===== config.mk =====
export PLATFORM = sky130hd
export DESIGN_NAME = muldiv_unit_flat
export DESIGN_NICKNAME = d
export VERILOG_FILES = /design/src/rtl/muldiv_if.sv /design/src/rtl/muldiv_unit.sv /design/src/flat_wrapper.sv
export SDC_FILE = /design/constraint.sdc
export NUM_CORES = 1
export LEC_CHECK = 0
export BUFFER_PORTS_ARGS = -buffer_cell sky130_fd_sc_hd__clkbuf_2
export CELL_PAD_IN_SITES_DETAIL_PLACEMENT = 1
export CELL_PAD_IN_SITES_GLOBAL_PLACEMENT = 2
export CORE_MARGIN = 3
export CORE_UTILIZATION = 34
export DETAILED_ROUTE_END_ITERATION = 10
export PLACE_DENSITY_LB_ADDON = 0.25
export SETUP_SLACK_MARGIN = 0.02
export SLEW_MARGIN = 15
export SYNTH_ARGS = -nofsm -noshare
export SYNTH_HDL_FRONTEND = slang
export SYNTH_SLANG_ARGS = --single-unit

===== constraint.sdc =====
create_clock -name clk -period 5.07 [get_ports clk]
set_input_delay 0.7605 -clock clk [delete_from_list [all_inputs] [get_ports clk]]
set_output_delay 0.7605 -clock clk [all_outputs]
set_load 0.01 [all_outputs]

===== src/rtl/muldiv_if.sv =====
// Request/response bundle between the EX-stage sequencer (master) and muldiv_unit (slave).
// The unit takes a start pulse only while busy is low, and it answers each accepted start with exactly one done pulse.
// The unit only samples op_a, op_b and funct3 in the start cycle. A flush cancels the operation in flight.
interface muldiv_if #(
    parameter int XLEN = 32
);
    logic            start;
    logic            flush;
    logic [2:0]      funct3;
    logic [XLEN-1:0] op_a;
    logic [XLEN-1:0] op_b;
    logic            busy;
    logic            done;
    logic [XLEN-1:0] result;

    modport master (
        output start, flush, funct3, op_a, op_b,
        input  busy, done, result
    );

    modport slave (
        input  start, flush, funct3, op_a, op_b,
        output busy, done, result
    );
endinterface


===== src/rtl/muldiv_unit.sv =====
// Iterative RV32M multiply/divide unit. It uses shift-add for multiply and restoring division for divide.
// Each operation runs one bit per cycle on operand magnitudes, with a final sign-fixup cycle.
module muldiv_unit #(
    parameter int XLEN = 32
) (
    input  logic       clk,
    input  logic       rst,
    muldiv_if.slave    bus,
    output logic [1:0] dbg_state_o
);
    localparam int CNT_W = $clog2(XLEN) + 1;

    typedef enum logic [1:0] {S_IDLE, S_CALC, S_SIGN, S_DONE} state_t;

    state_t              state_q, state_d;
    logic [2:0]          f3_q, f3_d;
    logic [2*XLEN-1:0]   acc_q, acc_d;
    logic [XLEN:0]       rem_q, rem_d;
    logic [XLEN-1:0]     b_q, b_d;
    logic                neg_q_q, neg_q_d;
    logic                neg_r_q, neg_r_d;
    logic [CNT_W-1:0]    cnt_q, cnt_d;
    logic [XLEN-1:0]     result_q, result_d;

    logic                a_sgn, b_sgn;
    logic [XLEN-1:0]     abs_a, abs_b;
    logic [XLEN:0]       mul_sum;
    logic [XLEN:0]       div_shift, div_diff;
    logic                div_ge;
    logic [2*XLEN-1:0]   prod;
    logic [XLEN-1:0]     quo, rmd;

    // MULH, MULHSU, DIV and REM read rs1 as signed. Only MULH, DIV and REM also read rs2 as signed.
    assign a_sgn = bus.op_a[XLEN-1] &
                   ((bus.funct3 == 3'b001) || (bus.funct3 == 3'b010) ||
                    (bus.funct3 == 3'b100) || (bus.funct3 == 3'b110));
    assign b_sgn = bus.op_b[XLEN-1] &
                   ((bus.funct3 == 3'b001) || (bus.funct3 == 3'b100) ||
                    (bus.funct3 == 3'b110));
    assign abs_a = a_sgn ? (~bus.op_a + 1'b1) : bus.op_a;
    assign abs_b = b_sgn ? (~bus.op_b + 1'b1) : bus.op_b;

    assign mul_sum   = {1'b0, acc_q[2*XLEN-1:XLEN]} + (acc_q[0] ? {1'b0, b_q} : '0);
    assign div_shift = {rem_q[XLEN-1:0], acc_q[XLEN-1]};
    assign div_diff  = div_shift - {1'b0, b_q};
    assign div_ge    = ~div_diff[XLEN];

    assign prod = neg_q_q ? (~acc_q + 1'b1) : acc_q;
    assign quo  = neg_q_q ? (~acc_q[XLEN-1:0] + 1'b1) : acc_q[XLEN-1:0];
    assign rmd  = neg_r_q ? (~rem_q[XLEN-1:0] + 1'b1) : rem_q[XLEN-1:0];

    always_comb begin
        state_d  = state_q;
        f3_d     = f3_q;
        acc_d    = acc_q;
        rem_d    = rem_q;
        b_d      = b_q;
        neg_q_d  = neg_q_q;
        neg_r_d  = neg_r_q;
        cnt_d    = cnt_q;
        result_d = result_q;
        case (state_q)
            S_IDLE: begin
                if (bus.start && !bus.flush) begin
                    f3_d  = bus.funct3;
                    rem_d = '0;
                    cnt_d = '0;
                    // Multiply keeps the multiplier in the accumulator's low half. Divide keeps the dividend there.
                    acc_d = {{XLEN{1'b0}}, (bus.funct3[2] ? abs_a : abs_b)};
                    b_d   = bus.funct3[2] ? abs_b : abs_a;
                    // A zero divisor must leave the all-ones quotient unnegated.
                    neg_q_d = (a_sgn ^ b_sgn) & ~(bus.funct3[2] && (bus.op_b == '0));
                    neg_r_d = a_sgn;
                    state_d = S_CALC;
                end
            end
            S_CALC: begin
                if (f3_q[2]) begin
                    rem_d = div_ge ? div_diff : div_shift;
                    acc_d = {acc_q[2*XLEN-1:XLEN], acc_q[XLEN-2:0], div_ge};
                end else begin
                    acc_d = {mul_sum, acc_q[XLEN-1:1]};
                end
                if (cnt_q == CNT_W'(XLEN - 1)) begin
                    state_d = S_SIGN;
                end else begin
                    cnt_d = cnt_q + 1'b1;
                end
            end
            S_SIGN: begin
                if (f3_q[2]) begin
                    result_d = f3_q[1] ? rmd : quo;
                end else begin
                    result_d = (f3_q[1:0] == 2'b00) ? prod[XLEN-1:0] : prod[2*XLEN-1:XLEN];
                end
                state_d = S_DONE;
            end
            S_DONE: state_d = S_IDLE;
            default: state_d = S_IDLE;
        endcase
        if (bus.flush) begin
            state_d  = S_IDLE;
            result_d = result_q;
        end
    end

    always_ff @(posedge clk or posedge rst) begin
        if (rst) begin
            state_q  <= S_IDLE;
            f3_q     <= '0;
            acc_q    <= '0;
            rem_q    <= '0;
            b_q      <= '0;
            neg_q_q  <= 1'b0;
            neg_r_q  <= 1'b0;
            cnt_q    <= '0;
            result_q <= '0;
        end else begin
            state_q  <= state_d;
            f3_q     <= f3_d;
            acc_q    <= acc_d;
            rem_q    <= rem_d;
            b_q      <= b_d;
            neg_q_q  <= neg_q_d;
            neg_r_q  <= neg_r_d;
            cnt_q    <= cnt_d;
            result_q <= result_d;
        end
    end

    assign bus.busy    = (state_q != S_IDLE);
    assign bus.done    = (state_q == S_DONE);
    assign bus.result  = result_q;
    assign dbg_state_o = state_q;
endmodule


===== src/flat_wrapper.sv =====
// flat-port wrapper written by rule: the top's interface ports become plain ports
module muldiv_unit_flat 
#(
    parameter int XLEN = 32
)
  (clk, rst, dbg_state_o, bus_start, bus_flush, bus_funct3, bus_op_a, bus_op_b, bus_busy, bus_done, bus_result);
  muldiv_if #(.XLEN(XLEN)) bus_i ();
  input  logic clk;
  input  logic rst;
  output logic [1:0] dbg_state_o;
  input wire logic [$bits(bus_i.start)-1:0] bus_start;
  input wire logic [$bits(bus_i.flush)-1:0] bus_flush;
  input wire logic [$bits(bus_i.funct3)-1:0] bus_funct3;
  input wire logic [$bits(bus_i.op_a)-1:0] bus_op_a;
  input wire logic [$bits(bus_i.op_b)-1:0] bus_op_b;
  output wire logic [$bits(bus_i.busy)-1:0] bus_busy;
  output wire logic [$bits(bus_i.done)-1:0] bus_done;
  output wire logic [$bits(bus_i.result)-1:0] bus_result;
  assign bus_i.start = bus_start;
  assign bus_i.flush = bus_flush;
  assign bus_i.funct3 = bus_funct3;
  assign bus_i.op_a = bus_op_a;
  assign bus_i.op_b = bus_op_b;
  assign bus_busy = bus_i.busy;
  assign bus_done = bus_i.done;
  assign bus_result = bus_i.result;
  muldiv_unit #(.XLEN(XLEN)) u_core (.clk(clk), .rst(rst), .bus(bus_i), .dbg_state_o(dbg_state_o));
endmodule

==> qor.json <==
{
  "count_of_flip_flops_with_a_built_in_enable_after_synthesis": 0,
  "vias": 14980,
  "tns_ns": 0,
  "crit_path_max_incr_delay_ns": 0.51,
  "period_needed_ns": 4.324,
  "timing.rr.start": "u_core.acc_q[0]",
  "max_freq_ghz": 0.2313,
  "synth.ff_latch_count": 173,
  "ys_types": 81,
  "cts_root_buf": "clkbuf_16",
  "first_pass_iters": 7,
  "internal_power_mw": 4.677,
  "cts_hold_buf": 0,
  "ys_dominant_reg_cell": "dfrtp_1",
  "routed.top_layer": "met5",
  "antenna_cells_inserted": 0,
  "fp-row-count": 77,
  "design.core.area_mm2": 0.04432,
  "detail_route.vias_per_cell": 5.771,
  "wl_per_cell_um": 23.30,
  "crit_slowest_cell": "dfrtp_1",
  "route.final.wire_length_mm": 60.46,
  "worstMarginPinSlew_ns": 1.045,
  "cts.repair.resized": 0,
  "min_delay_path_class": "in -> async",
  "comb_power_share_pct": 57.4,
  "setup_violations": 0,
  "antenna_found_initial": 1,
  "worst_path_dominant_cell_family": "compound AO/OA/AOI/OAI gates",
  "worstPathBufferInverterCount": 3,
  "first_pass_grt_wire_length_mm": 94.31,
  "end_kind": "register",
  "detail_route.drc_violations": 0,
  "clk_path_buf_depth": 2,
  "timing.critical_path.required_ns": 5.43,
  "initial_utilization_pct": 34.49,
  "die_height_um": 218.0,
  "drt-initial-drc-count": 884,
  "place.port_buffers": 106,
  "synth.yosys.seq_area_share_pct": 28.32,
  "maxCapViolations": 0,
  "r2r.worst_path.cells": 13,
  "syn_avg_cell_area_um2": 7.858,
  "tritoncts": "done",
  "total_number_of_h_tree_levels": 4,
  "crit_path_cell_trace": "inv_1 -> buf_4 -> nor2_1 -> ha_1 -> a22o_1 -> or4_1 -> o32ai_1 -> buf_4 -> nor2_1 -> a311o_1 -> a31o_2 -> a2111oi_0 -> o41ai_1",
  "pwr-share-seq_pct": 27.2,
  "synth.yosys.warnings": 0,
  "switching_share_pct": 51.53,
  "slew_headroom_pct": 29.35,
  "floorplan.die.width_um": 218.0,
  "timing_worst_setup_path_type": "reg -> reg",
  "worstPathArrival_ns": 4.68,
  "detail_route_met3_wl_mm": 2.543,
  "syn2layout_area_growth_pct": 11.45,
  "postCtsSetupBuffers": 0,
  "run_status": "finished, final reports clean",
  "clock_power_share_pct": 15.5,
  "clk-insertion-delay-late_ns": 0.50,
  "finalNetCount": 2136,
  "numCtsBuffers": 17,
  "setup_repair_after_global_routing_missed_its_margin": "false",
  "synthCells": 1945,
  "groute.usage.overall_pct": 25.92,
  "period_share_pct": 85.29,
  "max_fanout_on_critical_path": 21,
  "gp_congestion": 0.8896,
  "path_clk_slew_ns": 0.07,
  "finalHoldViolCount": 0,
  "route.layer.met1.wl_mm": 27.50,
  "io_pins": 107,
  "maxSlewViolCount": 0,
  "r2r-end": "u_core.acc_q[55]",
  "mappedNetlistArea_mm2": 0.01528,
  "net_count_after_synthesis": 2091,
  "cellLeakagePower_nw": 7.408,
  "detailroute.wirelength.met2_mm": 28.15,
  "grt-ovfl-total": 0,
  "final.fill_count": 5427,
  "vdd_drop_max_uv": 277.0,
  "power_per_cell_area_mw_per_mm2": 566.5,
  "place.detailed.hpwl_mm": 47.68,
  "antenna_violating_nets_post_route": 0,
  "clock-sinks": 173,
  "timing.reg2reg.setup_slack_ns": 0.75,
  "die_area_mm2": 0.04753,
  "vias_in_the_first_global_route": 15460,
  "final_core_utilization_pct": 38.44,
  "ys_async_sr_fraction_pct": 100.0,
  "setup.worst_path.start_class": "register",
  "drive_gt1_share_pct": 11.38,
  "timing.clock.skew_ns": 0.01132,
  "grt_start_max_net_pins": 164,
  "net_switching_power_mw": 4.972
}
-- worst max path at each step --
stage	from	to	slack (ns)	cells after the start
2_1_floorplan	u_core.acc_q[0]	u_core.acc_q[55]	1.46	13
3_3_place_gp	u_core.acc_q[0]	u_core.acc_q[55]	0.99	13
3_5_place_dp	u_core.acc_q[0]	u_core.acc_q[55]	0.89	13
4_1_cts	u_core.acc_q[0]	u_core.acc_q[55]	0.85	13
5_1_grt	u_core.acc_q[31]	u_core.rem_q[8]	0.56	14
6_report	u_core.acc_q[0]	u_core.acc_q[55]	0.75	13
-- per-layer routing --
metal	track usage (%)	up-vias
met5	0	-
met4	9.415	2
met3	4.723	82
met2	42.36	310
met1	34.27	7467
li1	-	7116
-- cells by family (layout without fill, tap and decap cells) --
family                   after synthesis  count (layout)  share of synthesized area, %
adder cells (fa/ha/maj)               75              75                         6.238
AO/OA/AOI/OAI                        632             632                         25.90
XOR/XNOR                             204             204                         11.69
buffers and inverters                181             239                         4.592
multiplexers                          51              51                         3.528
flip-flops                           173             173                         28.32
AND/OR/NAND/NOR                      629             629                         19.73
-- metrics by stage --
step | cell area [um^2] | power, mW | instances | hold slack [ns] | setup slack [ns]
global route | 17040 | 10.39 | 2595 | 0.1897 | 0.5569
floorplan | 15290 | 6.104 | 1945 | 0.4387 | 1.463
detailed placement | 16400 | 8.142 | 2563 | 0.4690 | 0.8895
CTS | 17040 | 9.679 | 2595 | 0.1619 | 0.8477
finish | 17040 | 9.650 | 2595 | 0.1925 | 0.7459
global placement | 16400 | 8.023 | 2563 | 0.4533 | 0.9872
-- sequential cells by signal (all words and copies together), names as in the netlist, 2 cells and up --
signal	flops
u_core.dbg_state_o	2
u_core.b_q	32
u_core.rem_q	32
u_core.cnt_q	6
u_core.bus.result	32
u_core.f3_q	3
u_core.acc_q	64
-- power by group through the flow --
stage	sequential, mW	combinational [mW]	clock [mW]
2_1_floorplan	2.32	3.78	0
3_3_place_gp	2.60	5.42	0
3_5_place_dp	2.64	5.50	0
4_1_cts	2.61	5.54	1.53
5_1_grt	2.71	6.09	1.59
6_report	2.62	5.54	1.49
-- placed cells by master (no fill, tap or decap), types with 18 or more instances in the layout --
cell and n:
a211oi_1 19, a21o_1 37, a21oi_1 174, buf_4 30, clkbuf_2 105, dfrtp_1 171, ha_1 72, inv_1 67
mux2_2 23, mux2i_1 28, nand2_1 240, nand2b_1 18, nand3_1 23, nand4_1 33, nor2_1 159, nor3_1 35
o211ai_1 29, o21ai_0 169, o31ai_1 52, or3_1 19, or4_1 19, xnor2_1 114, xor2_1 90
-- area by class of cell --
type	count	area [um^2]	area share, %
inverter	71	270.3	1.586
timing repair buffer	136	770.7	4.524
tap	592	740.7	4.348
clock inverter	12	186.4	1.094
sequential	173	4332	25.43
multi-input combinational	1591	10290	60.40
clock buffer	20	446.7	2.622
-- Yosys cell counts (13+ instances only) --
library cell  count  area, um^2
mux2_2           23       259.0
a211oi_1         19       142.6
o211ai_1         29       217.7
a21o_1           37       277.8
a31oi_1          15       93.84
dfrtp_1         173        4329
mux2i_1          28       280.3
or3_1            19       118.9
inv_1            68       255.2
xor2_1           90       788.3
nand4_1          33       206.5
nand3_1          24       120.1
nand2b_1         18       112.6
clkbuf_1         94       352.8
or4_1            19       142.6
a21oi_1         174       870.8
o311ai_0         16       140.1
xnor2_1         114       998.5
o31ai_1          52       390.4
nor2b_1          13       81.33
nor2_1          160       600.6
nor3_1           35       175.2
o41ai_1          16       140.1
ha_1             73       913.4
nand2_1         241       904.6
and3_1           14       87.58
o21ai_0         171       855.8
Note: power is estimated with default switching activity, not from simulation.
